[src/rtl/cluster_boot_pkg.sv]
// Shared types and constants for the cluster boot sequencer.
// Holds the FSM state encoding and the counter-clamp helper.
package cluster_boot_pkg;

  localparam int CNT_WIDTH = 16;

  typedef enum logic [2:0] {
    ST_IDLE   = 3'd0,
    ST_HOLD   = 3'd1,
    ST_SETTLE = 3'd2,
    ST_RUN    = 3'd3,
    ST_DRAIN  = 3'd4
  } boot_state_e;

  // A zero delay still costs one cycle in its state.
  function automatic logic [CNT_WIDTH-1:0] clamp1(
    input logic [CNT_WIDTH-1:0] v
  );
    return (v == '0) ? CNT_WIDTH'(1) : v;
  endfunction

endpackage

[src/rtl/cluster_boot_sequencer_cnt.sv]
// Loadable down-counter shared by the HOLD, SETTLE and DRAIN states.
// Stops at 1 and flags the last cycle of the timed state.
module boot_seq_cnt
  import cluster_boot_pkg::*;
#(
  parameter int W = CNT_WIDTH
) (
  input  logic         clk_i,
  input  logic         rst_ni,
  input  logic         load_i,
  input  logic [W-1:0] load_val_i,
  output logic         last_o
);

  logic [W-1:0] cnt_q;

  always_ff @(posedge clk_i or negedge rst_ni) begin
    if (!rst_ni) begin
      cnt_q <= '0;
    end else if (load_i) begin
      cnt_q <= (load_val_i == '0) ? W'(1) : load_val_i;
    end else if (cnt_q > W'(1)) begin
      cnt_q <= cnt_q - W'(1);
    end
  end

  assign last_o = (cnt_q == W'(1));

endmodule

[src/rtl/cluster_boot_sequencer.sv]
// Timed cluster bring-up (hold, release, settle, fetch) and drain.
// All outputs come straight from flops.
module cluster_boot_sequencer
  import cluster_boot_pkg::*;
#(
  parameter int CNT_WIDTH = cluster_boot_pkg::CNT_WIDTH
) (
  input  logic                 clk_i,
  input  logic                 rst_ni,
  input  logic                 start_i,
  input  logic                 stop_i,
  input  logic                 en_sa_boot_i,
  input  logic [CNT_WIDTH-1:0] rst_hold_i,
  input  logic [CNT_WIDTH-1:0] settle_i,
  input  logic [CNT_WIDTH-1:0] drain_timeout_i,
  input  logic                 cluster_busy_i,
  input  logic                 cluster_eoc_i,
  output logic                 cluster_ctrl_rstn_o,
  output logic                 cluster_en_sa_boot_o,
  output logic                 cluster_fetch_en_o,
  output logic [2:0]           state_o,
  output logic                 busy_o,
  output logic                 eoc_o,
  output logic                 timeout_o
);

  boot_state_e          state_q, state_d;
  logic [CNT_WIDTH-1:0] settle_q;
  logic [CNT_WIDTH-1:0] load_val;
  logic                 load, last, accept, to_set;

  boot_seq_cnt #(.W(CNT_WIDTH)) u_cnt (
    .clk_i      (clk_i),
    .rst_ni     (rst_ni),
    .load_i     (load),
    .load_val_i (load_val),
    .last_o     (last)
  );

  always_comb begin
    state_d  = state_q;
    load     = 1'b0;
    load_val = '0;
    accept   = 1'b0;
    to_set   = 1'b0;
    unique case (state_q)
      ST_IDLE: begin
        if (start_i && !stop_i) begin
          state_d  = ST_HOLD;
          load     = 1'b1;
          load_val = rst_hold_i;
          accept   = 1'b1;
        end
      end
      ST_HOLD: begin
        if (stop_i) begin
          state_d = ST_IDLE;
        end else if (last) begin
          state_d  = ST_SETTLE;
          load     = 1'b1;
          load_val = settle_q;
        end
      end
      ST_SETTLE: begin
        if (stop_i)    state_d = ST_IDLE;
        else if (last) state_d = ST_RUN;
      end
      ST_RUN: begin
        if (stop_i) begin
          state_d  = ST_DRAIN;
          load     = 1'b1;
          load_val = drain_timeout_i;
        end
      end
      ST_DRAIN: begin
        if (!cluster_busy_i) begin
          state_d = ST_IDLE;
        end else if (last) begin
          state_d = ST_IDLE;
          to_set  = 1'b1;
        end
      end
      default: state_d = ST_IDLE;
    endcase
  end

  always_ff @(posedge clk_i or negedge rst_ni) begin
    if (!rst_ni) begin
      state_q              <= ST_IDLE;
      settle_q             <= '0;
      cluster_ctrl_rstn_o  <= 1'b0;
      cluster_en_sa_boot_o <= 1'b0;
      cluster_fetch_en_o   <= 1'b0;
      busy_o               <= 1'b0;
      eoc_o                <= 1'b0;
      timeout_o            <= 1'b0;
    end else begin
      state_q             <= state_d;
      busy_o              <= (state_d != ST_IDLE);
      cluster_fetch_en_o  <= (state_d == ST_RUN);
      cluster_ctrl_rstn_o <= (state_d == ST_SETTLE) ||
                             (state_d == ST_RUN) ||
                             (state_d == ST_DRAIN);
      if (accept) begin
        settle_q             <= settle_i;
        cluster_en_sa_boot_o <= en_sa_boot_i;
        eoc_o                <= 1'b0;
        timeout_o            <= 1'b0;
      end else begin
        if (state_d == ST_IDLE) cluster_en_sa_boot_o <= 1'b0;
        if (state_q == ST_RUN && cluster_eoc_i) eoc_o <= 1'b1;
        if (to_set) timeout_o <= 1'b1;
      end
    end
  end

  assign state_o = state_q;

endmodule

[config.mk]
export PLATFORM = sky130hd
export DESIGN_NAME = cluster_boot_sequencer
export DESIGN_NICKNAME = d
export VERILOG_FILES = /design/src/rtl/cluster_boot_pkg.sv /design/src/rtl/cluster_boot_sequencer_cnt.sv /design/src/rtl/cluster_boot_sequencer.sv
export SDC_FILE = /design/constraint.sdc
export NUM_CORES = 1
export LEC_CHECK = 0
export BUFFER_PORTS_ARGS = -buffer_cell sky130_fd_sc_hd__buf_2
export CAP_MARGIN = 10
export CORE_MARGIN = 2
export CORE_UTILIZATION = 52
export DETAILED_ROUTE_END_ITERATION = 12
export GPL_ROUTABILITY_DRIVEN = 0
export PLACE_DENSITY = 0.79
export SETUP_SLACK_MARGIN = 0.05
export SYNTH_ARGS = -nofsm -noshare
export SYNTH_HDL_FRONTEND = slang
export SYNTH_SLANG_ARGS = --single-unit
[constraint.sdc]
create_clock -name clk_i -period 2.5 [get_ports clk_i]
set_input_delay 0.125 -clock clk_i [delete_from_list [all_inputs] [get_ports clk_i]]
set_output_delay 0.125 -clock clk_i [all_outputs]
set_load 0.005 [all_outputs]
Word-level counts from Yosys, hierarchy flattened:

Index checks and enable logic that the tools add are counted.

* add/sub/neg operators: 1
* magnitude comparators: 1
* eq/ne operators: 8
* multiplexer cells: 31
* reductions and logical operators: 13

Operators by type and width (count)
* $mux 16: 7
* $pmux 16 s3: 1
* $mux 3: 8
* $eq 16x1->1 const B: 1
* $gt 16x1->1 const B: 1
* $logic_not 16->1: 1
* $sub 16x1->16 const B: 1
* $pmux 3 s5: 1
* $mux 1: 13
* $eq 3x2->1 const B: 4
* $reduce_bool 2->1: 4
* $eq 3x3->1 const B: 2
* $logic_not 3->1: 2
* $eq 3x1->1 const B: 1
* $pmux 1 s3: 1
* $reduce_bool 3->1: 1
* $logic_and 1x1->1: 2
* $logic_or 1x1->1: 2
* $logic_not 1->1: 1

* register bits after elaboration: 41
* output and inout port bits: 9
* logic and storage cells: 63

Logic depth before layout (Yosys ltp):

* depth after elaboration: 7
* gate-level depth with buffers: 10
* gate-level depth less buffers: 7

Cells and area by module:

From an unflattened synthesis, not the netlist that was laid out.

* cells, all modules: 230
* area total of the unflattened synthesis: 2359.8 µm²

By module, submodules not included
* cluster_boot_sequencer: instances 1, cells an instance 106, area an instance 1255.0 µm², sequential area each 625.6 µm²
* boot_seq_cnt: instances 1, cells an instance 124, area an instance 1104.8 µm², sequential area each 400.4 µm²

Least setup slack after synthesis:

Ideal clock, no wire load.

* path kind: reg2reg
* start point: register u_cnt.cnt_q[0]
* end point: register u_cnt.cnt_q[11]
* setup time: 138 ps
* data arrival time: 1713 ps
* path slack: 648 ps
* cell stages (with the launch flop): 10
* period minus slack after synthesis: 1852 ps
* cell sequence: dfrtp_1 ha_1 nor4b_1 and4_1 buf_6 and2_1 buf_6 buf_8 a222oi_1 o21ai_0

* word-level cells in the longest chain between the ends: 7
* elaborated cells on any way between the ends: 14
* those cells by class: add/sub: 1; order compare: 1; eq/ne: 1; mux: 9; reduce/logical: 2

Ends and longest elaborated chain
* start: declaration: RTL line cluster_boot_sequencer_cnt.sv:15 `logic [W-1:0] cnt_q;`
* start signal: assignment: RTL line cluster_boot_sequencer_cnt.sv:21 `cnt_q <= (load_val_i == '0) ? W'(1) : load_val_i;`
* start signal: assignment: RTL line cluster_boot_sequencer_cnt.sv:23 `cnt_q <= cnt_q - W'(1);`
* $eq 16x1->1: RTL line cluster_boot_sequencer_cnt.sv:27 `assign last_o = (cnt_q == W'(1));`
* $mux 16: RTL line cluster_boot_sequencer.sv:58 `end else if (last) begin`
* $mux 16: RTL line cluster_boot_sequencer.sv:56 `if (stop_i) begin`
* $pmux 16 s3: RTL line cluster_boot_sequencer.sv:46 `unique case (state_q)`
* $logic_not 16->1: RTL line cluster_boot_sequencer_cnt.sv:21
* $mux 16: RTL line cluster_boot_sequencer_cnt.sv:21
* $mux 16: RTL line cluster_boot_sequencer_cnt.sv:20 `end else if (load_i) begin`

Parallel ways exist; a longest one is shown, timed or not. The select of a mux whose other input is x is not followed.
A chain may end at the register's enable or synchronous reset.

Worst setup path after layout:

* start point: register u_cnt.cnt_q[1]
* end point: register u_cnt.cnt_q[15]

The elaborated chain is that of the path after synthesis.

==> summary.md <==
| Metric | Value |
|---|---|
| Status | `completed` |
| Leakage power | `1.22 nW` |
| ANT nets after route | `0` |
| Via density per instance | `6.25` |
| Crit path max-delay cell type | `a211oi_4` |
| Pin count of the biggest net entering global routing | `42` |
| Synth Register Bits | `41` |
| Ys async rst share | `1.00` |
| Switch Pwr | `0.690 mW` |
| GR Layer Usage met3 | `0.0470` |
| Dpl ws | `0.317 ns` |
| EDFF count, synth | `0` |
| Initial Utilization | `0.539` |
| Vias | `2,088` |
| Critical Path Start Type | `register` |
| Vias in the first global route | `1,990` |
| Most common cell after layout, fill and taps aside | `buf_2` |
| Setup crit end kind | `register` |
| Clock Skews | `0.00226 ns` |
| Required time of the critical path | `2.71 ns` |
| PortBufs | `63` |
| Synth area leader | `dfrtp_1` |
| Detailed placement HPWL | `4280 microns` |
| First-pass iteration count of the detailed router | `7` |
| Antenna cells | `0` |
| Layout cells sized above 1 | `0.351` |
| Slowest cell delay on critical path | `0.58 ns` |
| GR Util met2 | `0.365` |
| Most frequent cells in the layout | `63 x buf_2, 41 x dfrtp_1, 19 x nand2_1, 16 x mux2_2, 15 x a21oi_1` |
| Drt total wl | `5620 microns` |
| Syn Inst Count | `220` |
| Clk slew on worst S/H paths | `0.07 ns` |
| Power Total | `2.03 mW` |
| Post-synth top area share | `0.437` |
| Setup CP Type | `reg -> reg` |
| Critical Path AT | `2.38 ns` |
| Nets | `339` |
| Die Ht | `71.2 microns` |
| Final WS setup | `0.331 ns` |
| Primary FF master, synth | `dfrtp_1` |
| GRT overflow | `0` |
| Worst-Margin Slew | `0.887 ns` |
| Final setup vio count | `0` |
| Longest Clk Path Bufs | `2` |
| TritonCTS clock tree | `built` |
| Area delta synth->final | `17.6%` |
| Int Power | `1.34 mW` |
| Layout Utilization | `0.634` |
| Drt wl/cell | `16.8 microns` |
| Switch share | `0.341` |
| Maximum vdd drop | `466 uV` |
| Core footprint | `0.00435 sq mm` |
| CTS Root Buffer Type | `clkbuf_8` |
| Htree depth | `2` |
| Final Cycle Share | `0.868` |
| Top post-synthesis cells by area | `dfrtp_1 44%, mux2_2 7.7%, a222oi_1 6.0%` |
| Critical-path cell list | `inv_1, ha_1, nor4b_1, and4_2, a211oi_4, o21ai_0, a21oi_1` |
| Slew margin rel. | `0.409` |
| CTS buffer count | `5` |
| Tot GR Track Use | `0.236` |
| Worst-Skew Late Latency | `0.29 ns` |
| Met1 Resource Use GR | `0.333` |
| Chip Width | `71.2 microns` |
| RSZ-0062 raised after global routing | `false` |
| Mapped Avg Cell Area | `10.7 sq um` |
| Core Rows | `24` |
| Cell Pwr Density | `734 mW/mm^2` |
| Ys Warns | `0` |
| Max frequency | `461 MHz` |
| GRT busiest layer | `met2` |
| Register area share after synthesis | `0.437` |
| IO Pins | `64` |
| Sequential share of power | `0.502` |
| Comb pwr share | `0.287` |
| Min cycle time layout | `2.17 ns` |
| Initial DRC count | `221` |
| Syn Nets | `277` |
| First-pass GRT wire length | `9430 microns` |
| Final Hold Vio Count | `0` |
| Total die area | `0.00506 sq mm` |
| Drt drc | `0` |
| Clock Power Share | `0.211` |
| Worst-path maximum fanout | `14` |
| Max-cap violations | `0` |
| CTS sink count | `41` |
| Netlist Area Pre-Place | `0.00235 sq mm` |
| Setup_tns | `0 ns` |
| Yosys cell types | `52` |
| Final Max Slew Viols | `0` |
| Number of antenna violations at the first check in global routing | `0` |
| Worst Hold Class | `in -> reg` |
[per-stage QoR]
| step | hold slack (ns) | instance area, sq um | cells |
|---|---|---|---|
| 2_1_floorplan | -0.171 | 2350 | 220 |
| 3_3_place_gp | 0.295 | 2660 | 326 |
| 3_5_place_dp | 0.294 | 2660 | 326 |
| 4_1_cts | 0.0558 | 2760 | 334 |
| 5_1_grt | 0.0503 | 2760 | 334 |
| 6_report | 0.0593 | 2760 | 334 |
[cells by family (layout without fill, tap and decap cells)]
group,count (synthesis),count (layout),share of synthesized area
adder cells (fa/ha/maj),2,2,0.0107
AND/OR/NAND/NOR,75,75,0.195
buffers and inverters,20,82,0.0549
AO/OA/AOI/OAI,52,52,0.172
XOR/XNOR,13,13,0.0485
flip-flops,41,41,0.437
multiplexers,17,17,0.0811
[power groups by stage]
stage | logic (mW) | clock network, mW | registers (mW)
after floorplan | 0.432 | 0 | 0.972
after global placement | 0.566 | 0 | 1.02
after detailed placement | 0.570 | 0 | 1.02
after CTS | 0.577 | 0.437 | 1.01
after global routing | 0.647 | 0.463 | 1.04
final | 0.581 | 0.428 | 1.02
[worst paths after layout]
check | startpoint | slack, ns | end | cells after the start
min reg2reg | cluster_en_sa_boot_o | 0.49 | cluster_en_sa_boot_o | 1
max in group asynchronous | rst_ni | 1.45 | u_cnt.cnt_q[9] | 2
min | settle_i[11] | 0.06 | settle_q[11] | 2
max reg2reg | u_cnt.cnt_q[1] | 0.33 | u_cnt.cnt_q[15] | 7
min in group asynchronous | rst_ni | 0.50 | settle_q[15] | 2
max | u_cnt.cnt_q[1] | 0.33 | u_cnt.cnt_q[15] | 7
[state kept, by name (all words and copies together) (netlist names)]
| name | cells |
|---|---|
| busy_o | 1 |
| cluster_en_sa_boot_o | 1 |
| settle_q | 16 |
| timeout_o | 1 |
| u_cnt.cnt_q | 16 |
| cluster_fetch_en_o | 1 |
| state_o | 3 |
| eoc_o | 1 |
| cluster_ctrl_rstn_o | 1 |
[cell usage after synthesis (2+ instances only)]
library cell and n:
and2_1 3, buf_4 3, inv_1 5, buf_6 3, nor4b_1 2, nor3_1 5
ha_1 2, xnor2_1 10, nor2_1 7, nand2_1 19, nor4_1 13, dfrtp_1 41
o21ai_0 5, a31oi_1 2, xor2_1 3, mux2_2 16, a21o_1 2, a222oi_1 14
nand3_1 4, nand4b_1 2, nand4_1 7, a22oi_1 2, buf_2 7, a21oi_1 15
[final cells by class]
class                   count  area, sq um
fillers                   356         1600
multi-input cells         159         1190
flip-flops and latches     41         1030
repair buffers             70          370
clock buffers               7         86.3
well taps                  52         65.1
inverters                   5         18.8
[worst max-delay path: cells and delay by family (launching register included)]
kind,cells,cell delay [ns]
adders and majority gates,1,0.20
AOI/OAI and AO/OA,3,0.97
DFF,1,0.41
and+or+nand+nor,2,0.41
buffers and inverters,1,0.10
[metal layers]
metal	share of wire	up-vias
li1	-	973
met1	0.43	1006
met2	0.48	98
met3	0.067	11
met4	0.019	0
met5	0	-
[repair_timing]
action | CTS | global route
buffers inserted | 0 | 0
setup endpoints to repair | 0 | 7
hold endpoints to repair | 41 | 0
gates resized for setup | 0 | 1
hold buffers | 1 | 0
No activity file was read; power rests on OpenSTA's default activity.
